**config.mk**
```make
export PLATFORM = sky130hd
export DESIGN_NAME = br_ckpt_ctrl
export DESIGN_NICKNAME = d
export VERILOG_FILES = /design/src/rtl/br_ckpt_ctrl.sv
export SDC_FILE = /design/constraint.sdc
export NUM_CORES = 1
export LEC_CHECK = 0
export ABC_AREA = 1
export CAP_MARGIN = 0
export CORE_MARGIN = 5
export CORE_UTILIZATION = 50
export CTS_CLUSTER_DIAMETER = 200
export DETAILED_ROUTE_END_ITERATION = 10
export GPL_ROUTABILITY_DRIVEN = 0
export GPL_TIMING_DRIVEN = 0
export PLACE_DENSITY = 0.7
export SLEW_MARGIN = 5
export SYNTH_ARGS = -nofsm -noshare
export SYNTH_HDL_FRONTEND = slang
export SYNTH_SLANG_ARGS = --single-unit
```
**constraint.sdc**
```tcl
create_clock -name clk -period 3.1 [get_ports clk]
set_clock_uncertainty 0.15 [all_clocks]
set_input_delay 0.31 -clock clk [delete_from_list [all_inputs] [get_ports clk]]
set_output_delay 0.31 -clock clk [all_outputs]
set_load 0.03 [all_outputs]
```
**src/rtl/br_ckpt_ctrl.sv**
```systemverilog
// br_ckpt_ctrl -- branch checkpoint controller for the global-history
// direction predictor.
//
// Each in-flight branch gets a checkpoint (tag) holding the BHR used for its
// prediction and the predicted direction. Branches resolve out of order. An
// accepted resolve produces one registered PHT update on the next cycle. A
// mispredict squashes every younger checkpoint and produces a one-cycle BHR
// recovery strobe. Checkpoints retire in order from the head, at most one per
// cycle, once they are resolved.
//
// Ports:
//   clk, rst_n                  clock, asynchronous active-low reset
//   alloc_valid_i/bhr_i/pred_i  dispatch checkpoint request
//   alloc_ready_o, alloc_tag_o  checkpoint free / tag given on handshake
//   reslv_valid_i/tag_i/taken_i branch resolution
//   flush_i                     full pipeline flush (highest priority)
//   upd_valid_o/bhr_o/taken_o   PHT update, one cycle after resolve
//   recov_valid_o/bhr_o         BHR recovery, one cycle after mispredict
//   count_o                     live checkpoints
//
// Optional: define BR_CKPT_STATS_EN to add reslv_cnt_o / mispred_cnt_o,
// free-running counters of accepted resolves and mispredicts.
module br_ckpt_ctrl #(
  parameter int BHR_W = 8,
  parameter int TAG_W = 3,
  parameter int DEPTH = 8
) (
  input  logic             clk,
  input  logic             rst_n,
  input  logic             alloc_valid_i,
  input  logic [BHR_W-1:0] alloc_bhr_i,
  input  logic             alloc_pred_i,
  output logic             alloc_ready_o,
  output logic [TAG_W-1:0] alloc_tag_o,
  input  logic             reslv_valid_i,
  input  logic [TAG_W-1:0] reslv_tag_i,
  input  logic             reslv_taken_i,
  input  logic             flush_i,
  output logic             upd_valid_o,
  output logic [BHR_W-1:0] upd_bhr_o,
  output logic             upd_taken_o,
  output logic             recov_valid_o,
  output logic [BHR_W-1:0] recov_bhr_o,
  output logic [TAG_W:0]   count_o
`ifdef BR_CKPT_STATS_EN
  ,
  output logic [31:0]      reslv_cnt_o,
  output logic [31:0]      mispred_cnt_o
`endif
);

  typedef enum logic {NORMAL = 1'b0, RECOVER = 1'b1} state_t;

  // Corrected history: the mispredicted branch's real outcome shifted in.
  function automatic logic [BHR_W-1:0] fix_hist(input logic [BHR_W-1:0] bhr,
                                                input logic taken);
    return {bhr[BHR_W-2:0], taken};
  endfunction

  state_t           state;
  logic [DEPTH-1:0] ent_vld;
  logic [DEPTH-1:0] ent_done;
  logic [DEPTH-1:0] ent_pred;
  logic [BHR_W-1:0] ent_bhr [DEPTH];
  logic [TAG_W-1:0] head;
  logic [TAG_W-1:0] tail;
  logic [TAG_W:0]   count;

  logic             upd_vld_p1;
  logic [BHR_W-1:0] upd_bhr_p1;
  logic             upd_taken_p1;
  logic             recov_vld_p1;
  logic [BHR_W-1:0] recov_bhr_p1;

  logic             res_acc;
  logic             mispred;
  logic             retire;
  logic             alloc_wr;
  logic [TAG_W-1:0] res_off;
  logic [DEPTH-1:0] younger;
  logic [TAG_W:0]   count_nxt;

  assign alloc_ready_o = (count != (TAG_W+1)'(DEPTH)) && (state == NORMAL);
  assign alloc_tag_o   = tail;
  assign count_o       = count;

  always_comb begin
    res_acc  = reslv_valid_i && ent_vld[reslv_tag_i] && !ent_done[reslv_tag_i] && !flush_i;
    mispred  = res_acc && (reslv_taken_i != ent_pred[reslv_tag_i]);
    retire   = ent_vld[head] && ent_done[head];
    // A same-cycle mispredict squashes the new branch, so it is never written.
    alloc_wr = alloc_valid_i && alloc_ready_o && !flush_i && !mispred;
    // Age is measured as distance from head, which makes wrap-around free.
    res_off  = reslv_tag_i - head;
    for (int i = 0; i < DEPTH; i++) begin
      younger[i] = (TAG_W'(i) - head) > res_off;
    end
    if (mispred) begin
      count_nxt = {1'b0, res_off} + (TAG_W+1)'(1) - (TAG_W+1)'(retire);
    end else begin
      count_nxt = count + (TAG_W+1)'(alloc_wr) - (TAG_W+1)'(retire);
    end
  end

  // Stage p0 -> p1: checkpoint bookkeeping, FSM and registered strobes.
  always_ff @(posedge clk or negedge rst_n) begin
    if (!rst_n) begin
      state        <= NORMAL;
      ent_vld      <= '0;
      ent_done     <= '0;
      head         <= '0;
      tail         <= '0;
      count        <= '0;
      upd_vld_p1   <= 1'b0;
      upd_bhr_p1   <= '0;
      upd_taken_p1 <= 1'b0;
      recov_vld_p1 <= 1'b0;
      recov_bhr_p1 <= '0;
    end else if (flush_i) begin
      state        <= NORMAL;
      ent_vld      <= '0;
      ent_done     <= '0;
      head         <= '0;
      tail         <= '0;
      count        <= '0;
      upd_vld_p1   <= 1'b0;
      recov_vld_p1 <= 1'b0;
    end else begin
      if (retire) begin
        ent_vld[head]  <= 1'b0;
        ent_done[head] <= 1'b0;
        head           <= head + TAG_W'(1);
      end
      if (res_acc) begin
        ent_done[reslv_tag_i] <= 1'b1;
        upd_bhr_p1            <= ent_bhr[reslv_tag_i];
        upd_taken_p1          <= reslv_taken_i;
      end
      if (mispred) begin
        for (int i = 0; i < DEPTH; i++) begin
          if (younger[i]) begin
            ent_vld[i]  <= 1'b0;
            ent_done[i] <= 1'b0;
          end
        end
        tail         <= reslv_tag_i + TAG_W'(1);
        recov_bhr_p1 <= fix_hist(ent_bhr[reslv_tag_i], reslv_taken_i);
        state        <= RECOVER;
      end else begin
        // RECOVER lasts exactly one cycle unless a new mispredict restarts it.
        state <= NORMAL;
        if (alloc_wr) begin
          ent_vld[tail]  <= 1'b1;
          ent_done[tail] <= 1'b0;
          tail           <= tail + TAG_W'(1);
        end
      end
      count        <= count_nxt;
      upd_vld_p1   <= res_acc;
      recov_vld_p1 <= mispred;
    end
  end

  // Checkpoint payload: only read while the entry is valid.
  always_ff @(posedge clk) begin
    if (alloc_wr) begin
      ent_bhr[tail]  <= alloc_bhr_i;
      ent_pred[tail] <= alloc_pred_i;
    end
  end

  assign upd_valid_o   = upd_vld_p1;
  assign upd_bhr_o     = upd_bhr_p1;
  assign upd_taken_o   = upd_taken_p1;
  assign recov_valid_o = recov_vld_p1;
  assign recov_bhr_o   = recov_bhr_p1;

`ifdef BR_CKPT_STATS_EN
  // Statistics survive flush; only rst_n clears them.
  always_ff @(posedge clk or negedge rst_n) begin
    if (!rst_n) begin
      reslv_cnt_o   <= '0;
      mispred_cnt_o <= '0;
    end else begin
      if (res_acc) reslv_cnt_o <= reslv_cnt_o + 32'd1;
      if (mispred) mispred_cnt_o <= mispred_cnt_o + 32'd1;
    end
  end
`endif

endmodule

```
==> flow_metrics.py <==
metrics = {
    "power_and_ir_drop": {
        "vdd.ir_drop.worst_mv": 0.476,
        "leakagePower_nw": 3.15,
        "total_power_w": 0.00465,
        "power.density_nw_per_um2": 643,
    },
    "clock_tree": {
        "clk_pin_slew_ps": 60,
        "cts_tree": "yes",
        "cts_buffer_depth": 2,
        "clkLatencyLatePin_ps": 420,
        "root_buffer": "clkbuf_16",
        "cts.htree.levels": 4,
        "clock_sinks": 117,
        "cts_made_buffers": 17,
    },
    "floorplanning": {
        "dieArea_sq_um": 14000,
        "start_util_pct": 51.2,
        "core-area_sq_um": 11500,
        "die_w_um": 118,
        "ioPinCount": 45,
        "die_h_um": 118,
        "floorplan.rows": 39,
    },
    "worst_setup_path": {
        "crit_required_ps": 3280,
        "crit_arrival_ps": 3070,
        "cp-start-kind": "input port",
        "cp_max_fo": 10,
        "end_kind": "flop",
        "cp_slowest_cell": "clkdlybuf4s50_1",
        "path_class": "in -> reg",
        "critical_path.max_stage_delay_ps": 510,
        "crit_chain": "clkdlybuf4s50_1 > buf_2 > nand3_2 > nor2_1 > nor2_1 > nand3_2 > nor2_8 > nand2_8 > nand2_4 > ha_1 > inv_1 > ha_1 > fa_1 > xnor2_1 > a211oi_2",
    },
    "yosys": {
        "synth_top_area_cell": "edfxtp_1",
        "yosys-top-cells-count": "nand2_1, edfxtp_1, inv_1, dfrtp_1, nand3_1",
        "synth_warnings": 0,
        "syn_inst": 593,
        "synth_area_per_cell_sq_um": 9.90,
        "synth_nets": 644,
        "ys.flop_type": "edfxtp_1",
        "synth_top_area_share_pct": 36.8,
        "syn_area_sq_um": 5870,
        "synth_most_common_cell": "nand2_1",
        "ys_ff_latch": 117,
        "synth_cell_type_count": 45,
        "synthArstFlopShare_pct": 38.5,
        "synth_edf_count": 72,
        "ys_seq_area_share_pct": 56.0,
        "ys_top_cells_by_area": "edfxtp_1, dfrtp_1, nand2_1, ha_1, inv_1",
    },
    "route": {
        "drcViolationCount": 0,
        "drt_first_iter_violations": 459,
        "drt_first_pass_iters": 5,
        "wire_per_inst_um": 18.0,
        "vias": 4569,
        "ant_nets": 0,
        "drt_wl_total_mm": 14.8,
        "vias_per_cell": 5.56,
    },
    "cells_and_area": {
        "syn_to_final_growth_pct": 23.2,
        "drive_gt1_share_pct": 13.4,
        "antenna_cells": 0,
        "postLayoutCoreUtil_pct": 63.1,
        "nets": 717,
        "fin_cells": 822,
        "fill_cells": 888,
    },
    "global_route": {
        "grt_max_degree": 39,
        "grt_pass1_wl_mm": 23.6,
        "first_global_vias": 4583,
        "antenna_found_initial": 0,
        "grt.total_usage_pct": 21.5,
        "overflow": 0,
    },
    "place": {
        "dpl.cell_count": 781,
        "port_buffers": 44,
        "place.detailed.hpwl_mm": 9.80,
        "pre_cts_ws_ps": -650,
    },
    "sta": {
        "final.min_clock_period_ps": 2890,
        "layout_setup_ws_ps": 211,
        "rsz0062_at_grt": "no",
        "fmax_mhz": 346,
        "finalSetupViolCount": 0,
        "relSlewSlack_pct": 26.9,
        "drv_slew": 0,
        "tns_ps": 0,
        "tightest_slew_ps": 1090,
        "finalHoldViolCount": 0,
        "min_period_over_period_pct": 93.2,
    },
    "status": {
        "outcome": "completed",
    },
    "run": {
        "max-cap-violations": 0,
    },
    "min_path": {
        "hp-class": "in -> async",
    },
}
worst max-delay path, delay by kind of cell:
family                     cells  cell delay (ps)
and+or+nand+nor                7              690
buffers and inverters          3              810
xor gates and xnor gates       1              160
adders and majority gates      3              880
AOI/OAI and AO/OA              1              210
sequential cells by signal (all words and copies together) (netlist names):
| register | cells |
|---|---|
| ent_vld | 8 |
| count_o | 4 |
| upd_bhr_o | 8 |
| ent_pred | 8 |
| alloc_tag_o | 3 |
| ent_done | 8 |
| ent_bhr | 64 |
| recov_bhr_o | 8 |
| recov_valid_o | 1 |
| upd_valid_o | 1 |
| upd_taken_o | 1 |
| head | 3 |
kinds of logic (layout without fill, tap and decap cells):
family          after synthesis  after routing  share of synthesized area, %
simple gates                265            265                          20.7
flops                       117            117                          56.0
buf+inv                      87            173                          6.31
xor+xnor                      6              6                         0.895
compound gates               85             85                          8.82
fa+ha+maj                    33             33                          7.29
area by class of cell:
cell class	count	area, sq um	share of cell area (%)
inverters	74	280	3.87
repair buffers	54	531	7.33
clock buffers	17	425	5.88
flip-flops and latches	117	3290	45.4
multi-input cells	389	2260	31.2
clock inverters	15	183	2.52
well taps	143	179	2.47
plain buffers	13	92.6	1.28
metal layers:
layer | wire length [um] | vias up | global-route usage, %
li1 | - | 2160 | -
met1 | 6430 | 2189 | 29.2
met2 | 7020 | 188 | 34.2
met3 | 988 | 32 | 5.21
met4 | 336 | 0 | 7.30
met5 | 0 | - | 0
cell usage in the layout (no fill, tap or decap), types with 3 or more instances in the layout:
cell type / count
buf_2: 6
clkinv_1: 3
o21bai_1: 5
buf_4: 9
inv_1: 58
ha_1: 30
inv_2: 12
buf_6: 4
inv_8: 5
a21oi_1: 19
xnor2_1: 4
o21ai_1: 4
o21ai_0: 31
nand3_1: 36
nand2_1: 158
nor2_2: 3
clkdlybuf4s50_1: 41
dfrtp_1: 45
nand4_1: 16
clkbuf_16: 17
inv_6: 6
a221oi_1: 6
a22oi_1: 6
nor2_1: 32
edfxtp_1: 72
nand3_2: 7
a21boi_0: 3
timing repair:
| action | in CTS | in global routing |
|---|---|---|
| gates resized for setup | 5 | 5 |
| pin swaps | 2 | 3 |
| hold buffers | 1 | 0 |
| endpoints found under the hold margin | 45 | 0 |
| gates cloned | 0 | 0 |
| setup buffers | 1 | 7 |
| endpoints found under the setup margin | 17 | 11 |
worst paths after layout:
path	from	to	slack [ps]	cells after the start
worst max-delay path	reslv_tag_i[2]	count_o[2]$_DFF_PN0_	210	15
worst min-delay path	rst_n	head[1]$_DFFE_PN0P_	140	2
worst max register to register	head[0]$_DFFE_PN0P_	count_o[2]$_DFF_PN0_	280	14
worst min register to register	upd_taken_o$_DFFE_PN0P_	upd_taken_o$_DFFE_PN0P_	330	2
max in group asynchronous	rst_n	recov_bhr_o[1]$_DFFE_PN0P_	2180	3
min in group clk	upd_taken_o$_DFFE_PN0P_	upd_taken_o$_DFFE_PN0P_	330	2
through the flow:
step	instance area, sq um	hold WS (ps)
final	7240	140
after global placement	6500	315
after floorplan	5880	-136
after CTS	7180	140
after detailed placement	6520	29.2
after global routing	7240	166
where the power goes:
group,total [W],switching (W),leakage [nW],internal (W)
combinational,0.000803,0.000496,1.58,0.000308
clock,0.00202,0.000797,0.303,0.00122
sequential,0.00183,0.0000622,1.27,0.00177
total,0.00465,0.00135,3.15,0.00330
No activity file was read; power rests on OpenSTA's default activity.
